===== config.mk =====
export PLATFORM = sky130hd
export DESIGN_NAME = dff_reg_arbiter
export DESIGN_NICKNAME = d
export VERILOG_FILES = /design/src/rtl/dff_ctrl_pkg.sv /design/src/rtl/dff_en_async.sv /design/src/rtl/dff_reg_arbiter.sv
export SDC_FILE = /design/constraint.sdc
export NUM_CORES = 1
export LEC_CHECK = 0
export ABC_CLOCK_PERIOD_IN_PS = 2100
export CAP_MARGIN = 10
export CORE_MARGIN = 2
export CORE_UTILIZATION = 43
export DETAILED_ROUTE_END_ITERATION = 8
export HOLD_SLACK_MARGIN = 0.1
export PLACE_DENSITY = 0.79
export SYNTH_ARGS = -nofsm -noshare
export SYNTH_HDL_FRONTEND = slang
export SYNTH_HIERARCHICAL = 1
export SYNTH_SLANG_ARGS = --single-unit

===== constraint.sdc =====
create_clock -name clk -period 2.1 [get_ports clk]
set_input_delay 0.42 -clock clk [delete_from_list [all_inputs] [get_ports clk]]
set_output_delay 0.42 -clock clk [all_outputs]
set_load 0.05 [all_outputs]

===== src/rtl/dff_ctrl_pkg.sv =====
// Shared definitions for the dff register arbiter slice.
//   state_t  : arbiter FSM state encoding
//   pick_t   : result of a round-robin scan (found flag + winner index)
//   rr_pick  : round-robin first-set-bit search starting at a pointer
package dff_ctrl_pkg;

  typedef enum logic {
    ST_IDLE  = 1'b0,
    ST_GRANT = 1'b1
  } state_t;

  localparam int unsigned MAX_REQ = 8;

  typedef struct packed {
    logic       found;
    logic [2:0] idx;
  } pick_t;

  // Scan vec from ptr upward, wrapping at n, and return the first set bit.
  // Only the low n bits of vec take part.
  function automatic pick_t rr_pick(input logic [MAX_REQ-1:0] vec,
                                    input logic [2:0]         ptr,
                                    input int unsigned        n);
    pick_t       r;
    int unsigned i;
    r = '0;
    for (int unsigned k = 0; k < MAX_REQ; k++) begin
      i = ({29'd0, ptr} + k) % n;
      if (k < n && !r.found && vec[i[2:0]]) begin
        r.found = 1'b1;
        r.idx   = i[2:0];
      end
    end
    return r;
  endfunction

endpackage


===== src/rtl/dff_en_async.sv =====
// WIDTH-bit D flip-flop with load enable and asynchronous active-high reset.
//   clk : rising-edge clock
//   rst : asynchronous active-high reset, clears q to 0
//   en  : load enable
//   d   : data in
//   q   : registered data out
module dff_en_async #(
  parameter int unsigned WIDTH = 8
) (
  input  logic             clk,
  input  logic             rst,
  input  logic             en,
  input  logic [WIDTH-1:0] d,
  output logic [WIDTH-1:0] q
);

  always_ff @(posedge clk or posedge rst) begin
    if (rst)     q <= '0;
    else if (en) q <= d;
  end

endmodule


===== src/rtl/dff_reg_arbiter.sv =====
// Round-robin arbiter sharing one WIDTH-bit register between N_REQ writers.
//   clk     : rising-edge clock
//   rst     : asynchronous active-high reset
//   req     : per-requester level write request, held until own gnt seen
//   wdata   : requester i data in bits [i*WIDTH +: WIDTH]
//   gnt     : registered one-hot grant, high one cycle per grant
//   q       : shared register contents
//   q_valid : one-cycle pulse, q was written on the previous edge
//   owner   : index of the requester that last wrote q (zero-extended)
//   busy    : high while a grant is outstanding
module dff_reg_arbiter
  import dff_ctrl_pkg::*;
#(
  parameter int unsigned N_REQ = 4,
  parameter int unsigned WIDTH = 8
) (
  input  logic                   clk,
  input  logic                   rst,
  input  logic [N_REQ-1:0]       req,
  input  logic [N_REQ*WIDTH-1:0] wdata,
  output logic [N_REQ-1:0]       gnt,
  output logic [WIDTH-1:0]       q,
  output logic                   q_valid,
  output logic [2:0]             owner,
  output logic                   busy
);

  localparam logic [2:0] LAST = 3'(N_REQ - 1);

  state_t           state_q, state_d;
  logic [2:0]       ptr_q, ptr_d;
  logic [2:0]       gidx_q, gidx_d;
  logic [2:0]       owner_q, owner_d;
  logic [N_REQ-1:0] gnt_q, gnt_d;
  logic             qv_q, qv_d;
  logic [N_REQ-1:0] cand;
  pick_t            pick;
  logic [WIDTH-1:0] wsel;

  // One arbitration path serves both states: in GRANT the current grantee
  // is masked out (its req is still high), and the write bookkeeping for
  // that grantee happens on the same edge as the next pick.
  always_comb begin
    state_d = state_q;
    ptr_d   = ptr_q;
    gidx_d  = gidx_q;
    owner_d = owner_q;
    gnt_d   = '0;
    qv_d    = 1'b0;
    cand    = (state_q == ST_GRANT) ? (req & ~gnt_q) : req;
    pick    = rr_pick(MAX_REQ'(cand), ptr_q, N_REQ);

    if (state_q == ST_GRANT) begin
      owner_d = gidx_q;
      qv_d    = 1'b1;
      ptr_d   = (gidx_q == LAST) ? 3'd0 : gidx_q + 3'd1;
    end

    if (pick.found) begin
      state_d = ST_GRANT;
      gidx_d  = pick.idx;
      for (int unsigned i = 0; i < N_REQ; i++) begin
        gnt_d[i] = (pick.idx == i[2:0]);
      end
    end else begin
      state_d = ST_IDLE;
    end
  end

  always_comb begin
    wsel = '0;
    for (int unsigned i = 0; i < N_REQ; i++) begin
      if (gidx_q == i[2:0]) wsel = wdata[i*WIDTH +: WIDTH];
    end
  end

  always_ff @(posedge clk or posedge rst) begin
    if (rst) begin
      state_q <= ST_IDLE;
      ptr_q   <= '0;
      gidx_q  <= '0;
      owner_q <= '0;
      gnt_q   <= '0;
      qv_q    <= 1'b0;
    end else begin
      state_q <= state_d;
      ptr_q   <= ptr_d;
      gidx_q  <= gidx_d;
      owner_q <= owner_d;
      gnt_q   <= gnt_d;
      qv_q    <= qv_d;
    end
  end

  assign busy    = (state_q == ST_GRANT);
  assign gnt     = gnt_q;
  assign q_valid = qv_q;
  assign owner   = owner_q;

  dff_en_async #(.WIDTH(WIDTH)) u_q (
    .clk (clk),
    .rst (rst),
    .en  (busy),
    .d   (wsel),
    .q   (q)
  );

endmodule

==> results by group <==
Placement
  – Port buffer count: 53
  – Worst Setup Slack post-DPL: -0.0423 ns
  – GP Congestion: a little under 0.9
  – DP HPWL: 3.07 mm

STA
  – FMAX: approximately 0.5 GHz
  – Setup Total Neg Slack: 0 ns
  – Crit path time final: between 1.5 and 2 ns
  – RSZ-0062 raised after global routing: false
  – Final Hold Viols: 0
  – Setup-failing EPs final: 0
  – Max Clock Skew: roughly 0.0028 ns
  – Max-Slew Margin vs Limit: 0.643
  – Final worst path period share: 0.952
  – Final Max Slew Viols: 0
  – Worst-margin pin slew: 0.535 ns
  – Worst setup margin: 0.101 ns

Final layout
  – Number of diodes: 0
  – Area growth, synth to finish: 48.8%
  – Share of cells above drive strength 1: 0.183
  – Final-stage net count: roughly 250

Synthesis
  – Post-Synthesis Mean Instance Area: slightly above 9 µm²
  – Mapped Cells: 150
  – Post-Syn Nets: roughly 190
  – Synth top area cells: dfrtp_1 (36%), mux2_4 (12%), a21oi_1 (5.0%), nand2_1 (4.0%), o21ai_0 (3.9%)
  – Sequential share of the synthesized area: 0.358
  – Synth unique cells: 31
  – Yosys top cell by area: dfrtp_1
  – Synthesized flop and latch total: 20
  – Synthesized cell area: about 1400 µm²
  – Synth top area share: 0.358
  – Yosys synthesis warning count: 6

Critical path
  – Buffers & Inverters on Critical Path: 1
  – CP endpoint kind: primary output
  – Worst r2r path cells: 7
  – CP Max Fanout: 4
  – Slowest cell on crit path: clkdlybuf4s50_1
  – Critical path's top delay family: buffers and inverters
  – Critical Path, Cell by Cell: clkdlybuf4s50_1
  – Slowest stage delay, CP: 0.84 ns
  – Reg2Reg Setup Slack: 0.12 ns
  – CP Launch Type: flip-flop
  – R2r startpoint: ptr_q[0]$_DFFE_PP0P_
  – R2r endpoint: gidx_q[0]$_DFFE_PP0P_
  – Data arrival, critical path: about 1.6 ns
  – Critical path type: flip-flop to primary output
  – WP data required: ~1.7 ns

Clocking
  – Hold buffers post-CTS: 0
  – Clk_lat worst skew: between 0.3 and 0.4 ns
  – Clk root buf: clkbuf_4
  – Htree depth: 1
  – Reg clk slew, reported paths: 0.12 ns
  – CTS Buffer Depth: 2
  – Sink Count: 20
  – CTS tree: done
  – Number of buffers created by CTS: 3

GRT
  – First-pass GRT wire length: approximately 6 mm
  – Largest net degree at the start of global routing: 18
  – Vias in the first global route: roughly 1300
  – Initial antenna violation count: 0
  – Gr ovfl total: 0
  – GRT Resource Usage Total: 0.225

Status
  – Status: completed

Floorplan
  – CORE AREA: between 3000 and 4000 µm²
  – I/O Pins: 55
  – Rows: 20
  – Die W: roughly 61 µm
  – Die height: 61.0 µm
  – Initial Util: 0.454
  – Die area: 3720 µm²

Route
  – Vias/cell: around 5.5
  – # DRC: 0
  – Wire per inst: ~15 µm
  – 1st-iter DRT viols: 53
  – Pre-Repair DR Iteration Count: 4
  – Antenna-violating nets left: 0
  – Via count: between 1000 and 1500
  – Final WL: 3.86 mm

Pwr
  – Gate power share: 0.708
  – Leakage: 0.904 nW
  – Clk pwr share: 0.088
  – Pwr per Cell Area: around 1800 nW/µm²
  – Max IR drop VDD: ~0.00095 V
  – Int Power: just under 0.002 W
  – Register share of total power: 0.204
  – Psw: about 0.0017 W
  – Sw Ratio: 0.472

Job
  – Maxcap violations: 0

Min path
  – HP Class: primary input to async pin
[cells in the final DEF, fill, tap and decap left out, types with 3 or more instances in the layout]
| cell | n |
|---|---|
| a22oi_1 | 7 |
| dfrtp_1 | 20 |
| mux2i_1 | 3 |
| clkdlybuf4s50_1 | 52 |
| mux2_2 | 3 |
| mux2_4 | 11 |
| inv_1 | 8 |
| a21oi_1 | 14 |
| o32ai_1 | 3 |
| o21ai_0 | 11 |
| clkbuf_4 | 3 |
| nor3_1 | 5 |
| ha_1 | 4 |
| o22ai_1 | 4 |
| nand2_1 | 15 |
| buf_4 | 13 |
| nor2_1 | 12 |
[Yosys cell counts (all sizes together)]
| master | number |
|---|---|
| and4 | 1 |
| nor2b | 1 |
| o21ai | 13 |
| dfrtp | 20 |
| clkbuf | 7 |
| mux4 | 1 |
| mux2 | 14 |
| a221o | 2 |
| mux2i | 3 |
| a221oi | 2 |
| nand3b | 2 |
| nand3 | 1 |
| a21oi | 15 |
| buf | 5 |
| and3 | 1 |
| conb | 1 |
| inv | 8 |
| a31oi | 2 |
| nor3 | 5 |
| o22ai | 4 |
| ha | 4 |
| nand2 | 15 |
| o32ai | 3 |
| a22oi | 7 |
| nor2 | 12 |
| o31ai | 1 |
[registers in the layout, indices dropped and copies added (netlist names)]
signal and count:
gidx_q 2, busy 1, ptr_q 2, q_valid 1, owner 2, gnt 4
u_q/q 8
[per-layer routing]
| metal | global-route usage | share of wire | vias up |
|---|---|---|---|
| met5 | 0 | 0 | - |
| met4 | 0.0870 | 0.025 | 0 |
| met3 | 0.0554 | 0.058 | 12 |
| met2 | 0.398 | 0.52 | 56 |
| met1 | 0.262 | 0.39 | 654 |
| li1 | - | - | 658 |
[timing repair]
action,4_1_cts,5_1_grt
setup endpoints to repair,0,1
gates resized for setup,0,1
buffers inserted,0,0
[kinds of logic after synthesis]
| kind of cell | synth area share |
|---|---|
| adders and majority gates | 0.0358 |
| other | 0.00269 |
| and+or+nand+nor | 0.121 |
| muxes | 0.180 |
| DFF | 0.358 |
| buffers and inverters | 0.0690 |
| AOI/OAI and AO/OA | 0.233 |
[metrics by stage]
step                instances  hold slack, ns  instance area (µm²)  utilization  total power [W]
floorplan                 150           0.236                 1400            -          0.00256
global placement          248           0.495                 2020        0.657          0.00327
detailed placement        248           0.498                 2020        0.657          0.00334
CTS                       252           0.379                 2080        0.674          0.00367
global route              252           0.411                 2080        0.675          0.00391
finish                    252           0.373                 2080        0.675          0.00367
[power by group through the flow]
stage	sequential, W	clock, W	combinational (W)
after global placement	0.000744	0	0.00252
after detailed placement	0.000758	0	0.00258
after floorplan	0.00117	0	0.00139
after CTS	0.000750	0.000327	0.00259
final	0.000750	0.000321	0.00260
after global routing	0.000780	0.000337	0.00279
[worst max-delay path by stage]
stage | start | endpoint | cells past startpoint
3_5_place_dp | req[0] | gidx_q[0]$_DFFE_PP0P_ | 7
4_1_cts | gnt[3]$_DFF_PP0_ | gnt[3] | 1
3_3_place_gp | req[3] | gidx_q[0]$_DFFE_PP0P_ | 5
5_1_grt | ptr_q[0]$_DFFE_PP0P_ | gidx_q[0]$_DFFE_PP0P_ | 7
2_1_floorplan | gnt[3]$_DFF_PP0_ | gidx_q[0]$_DFFE_PP0P_ | 4
6_report | gnt[3]$_DFF_PP0_ | gnt[3] | 1
[cell type report]
cell class	instances	area, µm²
clock buffers	3	22.5
clock inverters	1	30.0
fillers	263	1000
inverters	8	30.0
multi-input cells	110	802
flip-flops and latches	20	500
well taps	44	55.1
repair buffers	66	638
Note: power is estimated with default switching activity, not from simulation.
